### src/rtl/int_rf_wb_arbiter_if.sv
// Writeback request channel into the register-file write arbiter.
// One instance per source (execute pipe, memory pipe).
interface int_rf_wb_arbiter_if #(
  parameter int DATA_W = 64,
  parameter int ADDR_W = 5
);
  logic              valid;
  logic              ready;
  logic [ADDR_W-1:0] addr;
  logic [DATA_W-1:0] data;

  modport master (
    output valid,
    output addr,
    output data,
    input  ready
  );

  modport slave (
    input  valid,
    input  addr,
    input  data,
    output ready
  );
endinterface

### src/rtl/int_rf_wb_arbiter.sv
// Integer RF write-port arbiter: per-source writeback FIFOs,
// mem-first priority with exe starvation guard, pending mask.
module int_rf_wb_fifo #(
  parameter int DATA_W = 64,
  parameter int ADDR_W = 5,
  parameter int DEPTH  = 2
) (
  input  logic              CLK,
  input  logic              RSTN,
  input  logic              push,
  input  logic              pop,
  input  logic [ADDR_W-1:0] push_addr,
  input  logic [DATA_W-1:0] push_data,
  output logic              full,
  output logic              nonempty,
  output logic [ADDR_W-1:0] head_addr,
  output logic [DATA_W-1:0] head_data,
  output logic [31:0]       mask
);
  localparam int PW = $clog2(DEPTH);
  localparam int CW = PW + 1;

  logic [ADDR_W-1:0] addr_q [DEPTH];
  logic [DATA_W-1:0] data_q [DEPTH];
  logic [DEPTH-1:0]  vld_q;
  logic [PW-1:0]     wr_q;
  logic [PW-1:0]     rd_q;
  logic [CW-1:0]     cnt_q;

  assign full      = cnt_q == CW'(DEPTH);
  assign nonempty  = cnt_q != '0;
  assign head_addr = addr_q[rd_q];
  assign head_data = data_q[rd_q];

  always_ff @(posedge CLK) begin
    if (!RSTN) begin
      wr_q  <= '0;
      rd_q  <= '0;
      cnt_q <= '0;
      vld_q <= '0;
    end else begin
      if (push) begin
        vld_q[wr_q] <= 1'b1;
        wr_q        <= wr_q + PW'(1);
      end
      if (pop) begin
        vld_q[rd_q] <= 1'b0;
        rd_q        <= rd_q + PW'(1);
      end
      unique case ({push, pop})
        2'b10:   cnt_q <= cnt_q + CW'(1);
        2'b01:   cnt_q <= cnt_q - CW'(1);
        default: ;
      endcase
    end
  end

  always_ff @(posedge CLK) begin
    if (push) begin
      addr_q[wr_q] <= push_addr;
      data_q[wr_q] <= push_data;
    end
  end

  always_comb begin
    mask = '0;
    for (int i = 0; i < DEPTH; i++)
      if (vld_q[i]) mask[addr_q[i]] = 1'b1;
  end
endmodule

module int_rf_wb_arbiter #(
  parameter int DATA_W     = 64,
  parameter int ADDR_W     = 5,
  parameter int DEPTH      = 2,
  parameter int STARVE_MAX = 4
) (
  input  logic                 CLK,
  input  logic                 RSTN,
  input  logic                 lock,
  int_rf_wb_arbiter_if.slave   exe,
  int_rf_wb_arbiter_if.slave   mem,
  output logic                 rf_we,
  output logic [ADDR_W-1:0]    rf_waddr,
  output logic [DATA_W-1:0]    rf_wdata,
  output logic [31:0]          busy_mask
);
  localparam int SW = $clog2(STARVE_MAX + 1);

  logic              exe_full, mem_full;
  logic              exe_ne, mem_ne;
  logic              exe_push, mem_push;
  logic              gnt_exe, gnt_mem;
  logic [ADDR_W-1:0] exe_haddr, mem_haddr;
  logic [DATA_W-1:0] exe_hdata, mem_hdata;
  logic [31:0]       exe_mask, mem_mask, out_mask;
  logic [SW-1:0]     starve_q;
  logic              starved;

  assign exe.ready = RSTN && !exe_full;
  assign mem.ready = RSTN && !mem_full;

  // x0 writes complete the handshake but are never stored
  assign exe_push = exe.valid && exe.ready && (exe.addr != '0);
  assign mem_push = mem.valid && mem.ready && (mem.addr != '0);

  int_rf_wb_fifo #(.DATA_W(DATA_W), .ADDR_W(ADDR_W), .DEPTH(DEPTH)) u_exe (
    .CLK(CLK), .RSTN(RSTN),
    .push(exe_push), .pop(gnt_exe),
    .push_addr(exe.addr), .push_data(exe.data),
    .full(exe_full), .nonempty(exe_ne),
    .head_addr(exe_haddr), .head_data(exe_hdata),
    .mask(exe_mask)
  );

  int_rf_wb_fifo #(.DATA_W(DATA_W), .ADDR_W(ADDR_W), .DEPTH(DEPTH)) u_mem (
    .CLK(CLK), .RSTN(RSTN),
    .push(mem_push), .pop(gnt_mem),
    .push_addr(mem.addr), .push_data(mem.data),
    .full(mem_full), .nonempty(mem_ne),
    .head_addr(mem_haddr), .head_data(mem_hdata),
    .mask(mem_mask)
  );

  assign starved = starve_q == SW'(STARVE_MAX);
  assign gnt_exe = !lock && exe_ne && (!mem_ne || starved);
  assign gnt_mem = !lock && mem_ne && !gnt_exe;

  always_ff @(posedge CLK) begin
    if (!RSTN) begin
      rf_we    <= 1'b0;
      rf_waddr <= '0;
      rf_wdata <= '0;
      starve_q <= '0;
    end else begin
      rf_we <= gnt_exe || gnt_mem;
      if (gnt_exe) begin
        rf_waddr <= exe_haddr;
        rf_wdata <= exe_hdata;
      end else if (gnt_mem) begin
        rf_waddr <= mem_haddr;
        rf_wdata <= mem_hdata;
      end
      if (!lock) begin
        if (exe_ne && !gnt_exe)
          starve_q <= starved ? starve_q : starve_q + SW'(1);
        else
          starve_q <= '0;
      end
    end
  end

  assign out_mask  = rf_we ? (32'd1 << rf_waddr) : '0;
  assign busy_mask = exe_mask | mem_mask | out_mask;
endmodule

### src/flat_wrapper.sv
// flat-port wrapper written by rule: the top's interface ports become plain ports
module int_rf_wb_arbiter_flat 
#(
  parameter int DATA_W     = 64,
  parameter int ADDR_W     = 5,
  parameter int DEPTH      = 2,
  parameter int STARVE_MAX = 4
)
  (CLK, RSTN, lock, rf_we, rf_waddr, rf_wdata, busy_mask, exe_valid, exe_addr, exe_data, exe_ready, mem_valid, mem_addr, mem_data, mem_ready);
  int_rf_wb_arbiter_if #(.DATA_W(DATA_W), .ADDR_W(ADDR_W)) exe_i ();
  int_rf_wb_arbiter_if #(.DATA_W(DATA_W), .ADDR_W(ADDR_W)) mem_i ();
  input  logic CLK;
  input  logic RSTN;
  input  logic lock;
  output logic rf_we;
  output logic [ADDR_W-1:0] rf_waddr;
  output logic [DATA_W-1:0] rf_wdata;
  output logic [31:0] busy_mask;
  input wire logic [$bits(exe_i.valid)-1:0] exe_valid;
  input wire logic [$bits(exe_i.addr)-1:0] exe_addr;
  input wire logic [$bits(exe_i.data)-1:0] exe_data;
  output wire logic [$bits(exe_i.ready)-1:0] exe_ready;
  input wire logic [$bits(mem_i.valid)-1:0] mem_valid;
  input wire logic [$bits(mem_i.addr)-1:0] mem_addr;
  input wire logic [$bits(mem_i.data)-1:0] mem_data;
  output wire logic [$bits(mem_i.ready)-1:0] mem_ready;
  assign exe_i.valid = exe_valid;
  assign exe_i.addr = exe_addr;
  assign exe_i.data = exe_data;
  assign exe_ready = exe_i.ready;
  assign mem_i.valid = mem_valid;
  assign mem_i.addr = mem_addr;
  assign mem_i.data = mem_data;
  assign mem_ready = mem_i.ready;
  int_rf_wb_arbiter #(.DATA_W(DATA_W), .ADDR_W(ADDR_W), .DEPTH(DEPTH), .STARVE_MAX(STARVE_MAX)) u_core (.CLK(CLK), .RSTN(RSTN), .lock(lock), .exe(exe_i), .mem(mem_i), .rf_we(rf_we), .rf_waddr(rf_waddr), .rf_wdata(rf_wdata), .busy_mask(busy_mask));
endmodule
### config.mk
export PLATFORM = sky130hd
export DESIGN_NAME = int_rf_wb_arbiter_flat
export DESIGN_NICKNAME = d
export VERILOG_FILES = /design/src/rtl/int_rf_wb_arbiter_if.sv /design/src/rtl/int_rf_wb_arbiter.sv /design/src/flat_wrapper.sv
export SDC_FILE = /design/constraint.sdc
export NUM_CORES = 1
export LEC_CHECK = 0
export ABC_AREA = 1
export ABC_CLOCK_PERIOD_IN_PS = 8300
export CAP_MARGIN = 40
export CORE_MARGIN = 2
export CORE_UTILIZATION = 50
export CTS_CLUSTER_DIAMETER = 80
export DETAILED_ROUTE_END_ITERATION = 8
export GPL_TIMING_DRIVEN = 1
export PLACE_DENSITY = 0.75
export SLEW_MARGIN = 20
export SYNTH_ARGS = -nofsm -noshare
export SYNTH_HDL_FRONTEND = slang
export SYNTH_HIERARCHICAL = 1
export SYNTH_SLANG_ARGS = --single-unit
export TNS_END_PERCENT = 1
### constraint.sdc
create_clock -name CLK -period 8.3 [get_ports CLK]
set_input_delay 2.49 -clock CLK [delete_from_list [all_inputs] [get_ports CLK]]
set_output_delay 2.49 -clock CLK [all_outputs]
set_load 0.005 [all_outputs]
==> metrics <==
outcome complete, no violations; data arrival time of the worst path 4.28 ns; R2R Path Start u_core/starve_q[1]$_SDFFE_PN0P_; total global routing overflow 0; Hold-fix buffers, CTS 0; Hold WC Path Type reg2reg; drt pass-1 iters 6; Final ANT Viol Nets 0; post-synthesis sequential area ratio 63.42%; Place WS 1.567 ns; reg2reg end u_core/u_mem/cnt_q[1]$_SDFFE_PN0P_; clock network fraction of design power 36.3%; final hold slack 0.4558 ns; Final Non-Filler Cells 2161; Net Count, Synth 1625; starting density of the core 50.51%; # Post-CTS Setup Buffers 0; Max-Cap Viols 0; Total Power 4.639 mW; core area 31310 um2; Worst Tran Pin Value 0.7039 ns; leading area contributor after synthesis edfxtp_1; first-pass GRT wire length 63480 um; synth cell count leaders 351 x nand2_1, 276 x edfxtp_1, 180 x nand3_1; EDFF count, synth 276; total clock sinks 363; R2R setup slack 5.69 ns; CP Capture Type output pin; CP Class in2out; Hold Path Sink u_core/rf_wdata[22]$_SDFFE_PN0P_; internal power 3.444 mW; Flop pwr share 47.0%; critical path fanouts, max 14; fin area 20110 um2; Worst EP required 5.81 ns; Synth area leaders edfxtp_1 52%, dfxtp_1 11%, mux2_1 8.5%, nand2_1 8.3%, nand3_1 5.7%; placer congestion estimate 0.9478; Worst-path clk slew 0.06 ns; H-tree depth 2; final number of max-transition violations 0; Net Sw Power 1.195 mW; clock buffer depth 3; DRT iter0 DRCs 900; fraction of layout cells with a size suffix above 1 7.118%; die height 181.9 um; Core Util, Final 64.23%; Num CTS Buffers 38; routed vias/inst 5.335; clock skew 0.03159 ns; Rel. slew slack 52.90%; Routed WL 41010 um; Clk Latency, worst-skew pair 0.53 ns; Area Growth Syn to Fin 27.16%; Total Die Area 33070 um2; Max Clk Rate 0.1476 GHz; crit path time final 6.774 ns; mapped cell area 15820 um2; Final HPWL DP 27220 um; slack of the critical path 1.526 ns; count leader, synth nand2_1; unrepaired setup endpoints after global routing false; Synth top area share 52.41%; library cells used by synthesis 27; LEAKAGE 7.928 nW; vias in the first global route 11670; IO Port Bufs 246; Startpoint Class input pin; wire per inst 18.98 um; Ports 247; Seq cells post-synth 363; combinational share of power 16.6%; power density over the cells 230.7 nW/um2; largest net degree at the start of global routing 57; Switching Share 25.76%; Final setup viols 0; Hold Violations, Final 0; Yosys warning total 6; CTS tree done; CTS resizes 0; initial antenna violation count 7; VDD IR max 0.1806 mV; Cells after Synth 1478; Avg Cell Area, Syn 10.70 um2; HP Start u_core/rf_wdata[22]$_SDFFE_PN0P_; placed instance area 18820 um2; share of synthesized registers carrying an async set or reset 0%; Primary FF master, synth edfxtp_1; post-route setup TNS 0 ns; crit share post-route 81.61%; DIE WIDTH 181.9 um; std cell rows 65; hold path cells 2; FF-to-FF path depth 13; Remaining DRCs 0; Global Route Usage Sum 24.89%; DR vias 11530; Placed Instances 2087; root buffer cell clkbuf_16; Layout Nets 1873
-- cells by family after synthesis --
group | Yosys count | synth area share, %
buf+inv | 249 | 6.527
compound gates | 98 | 3.149
fa+ha+maj | 4 | 0.3165
mux | 129 | 9.185
simple gates | 635 | 17.41
flops | 363 | 63.42
-- worst max path at each step --
stage	start	end	cells past startpoint
2_1_floorplan	RSTN	u_core/u_exe/vld_q[0]$_SDFF_PN0_	8
3_3_place_gp	RSTN	exe_ready	4
3_5_place_dp	RSTN	exe_ready	4
4_1_cts	RSTN	exe_ready	4
5_1_grt	RSTN	exe_ready	4
6_report	RSTN	exe_ready	4
-- registers in the layout (all words and copies together) (netlist names), 2 cells and up, named ones only --
signal               count
u_core/u_exe/addr_q     10
u_core/u_mem/data_q    128
u_core/starve_q          3
u_core/u_exe/cnt_q       2
u_core/u_mem/addr_q     10
u_core/u_mem/cnt_q       2
u_core/u_exe/vld_q       2
u_core/rf_wdata         64
u_core/rf_waddr          5
u_core/u_mem/vld_q       2
u_core/u_exe/data_q    128
-- power groups by stage --
stage	Combinational [mW]	Clock [mW]	Sequential, mW
after floorplan	0.415	0	2.19
after global routing	0.844	1.79	2.20
after detailed placement	0.765	0	2.22
after CTS	0.773	1.71	2.18
final	0.772	1.68	2.18
after global placement	0.686	0	2.24
-- cells in the final DEF (no fill, tap or decap), types with 2 or more instances in the layout --
master           instances
dfxtp_4                  2
diode_2                  3
nand4_1                  7
inv_2                   14
nor2_4                   4
nor2_1                  71
clkbuf_8                 6
nand2_1                349
buf_12                   3
clkbuf_16               40
o21ai_0                 51
clkbuf_1                 9
a21oi_1                 13
edfxtp_1               276
nand2_4                  2
o21ai_1                 29
nand3_1                180
bufinv_16                2
buf_4                    8
dfxtp_1                 85
nor3_1                   4
inv_1                  176
clkinv_1                 6
ha_1                     4
o22ai_1                  4
nor3_4                   2
clkdlybuf4s50_1        246
mux2_2                  10
buf_16                   7
clkinv_2                 8
mux2_1                 119
nor3_2                  14
-- final cells by class --
class	count	area, um2
diodes	3	7.507
clock buffers	55	1117
clock inverters	15	146.4
fillers	2376	11200
inverters	193	726.9
multi-input cells	866	4797
flip-flops and latches	363	10040
well taps	402	503.0
repair buffers	264	2775
-- routing by layer --
metal | vias to the layer above | global-route usage (%) | wire length, um
met2 | 481 | 41.89 | 19500
met1 | 5479 | 31.27 | 16710
met4 | 6 | 10.16 | 1530
met5 | - | 0 | 41
li1 | 5470 | - | -
met3 | 92 | 5.656 | 3230
-- worst max-delay path, stage by stage --
cell             delay (ns)
clkdlybuf4s50_1        0.75
inv_1                  0.21
nor2_1                 0.24
clkdlybuf4s50_1        0.58
Note: power is estimated with default switching activity, not from simulation.
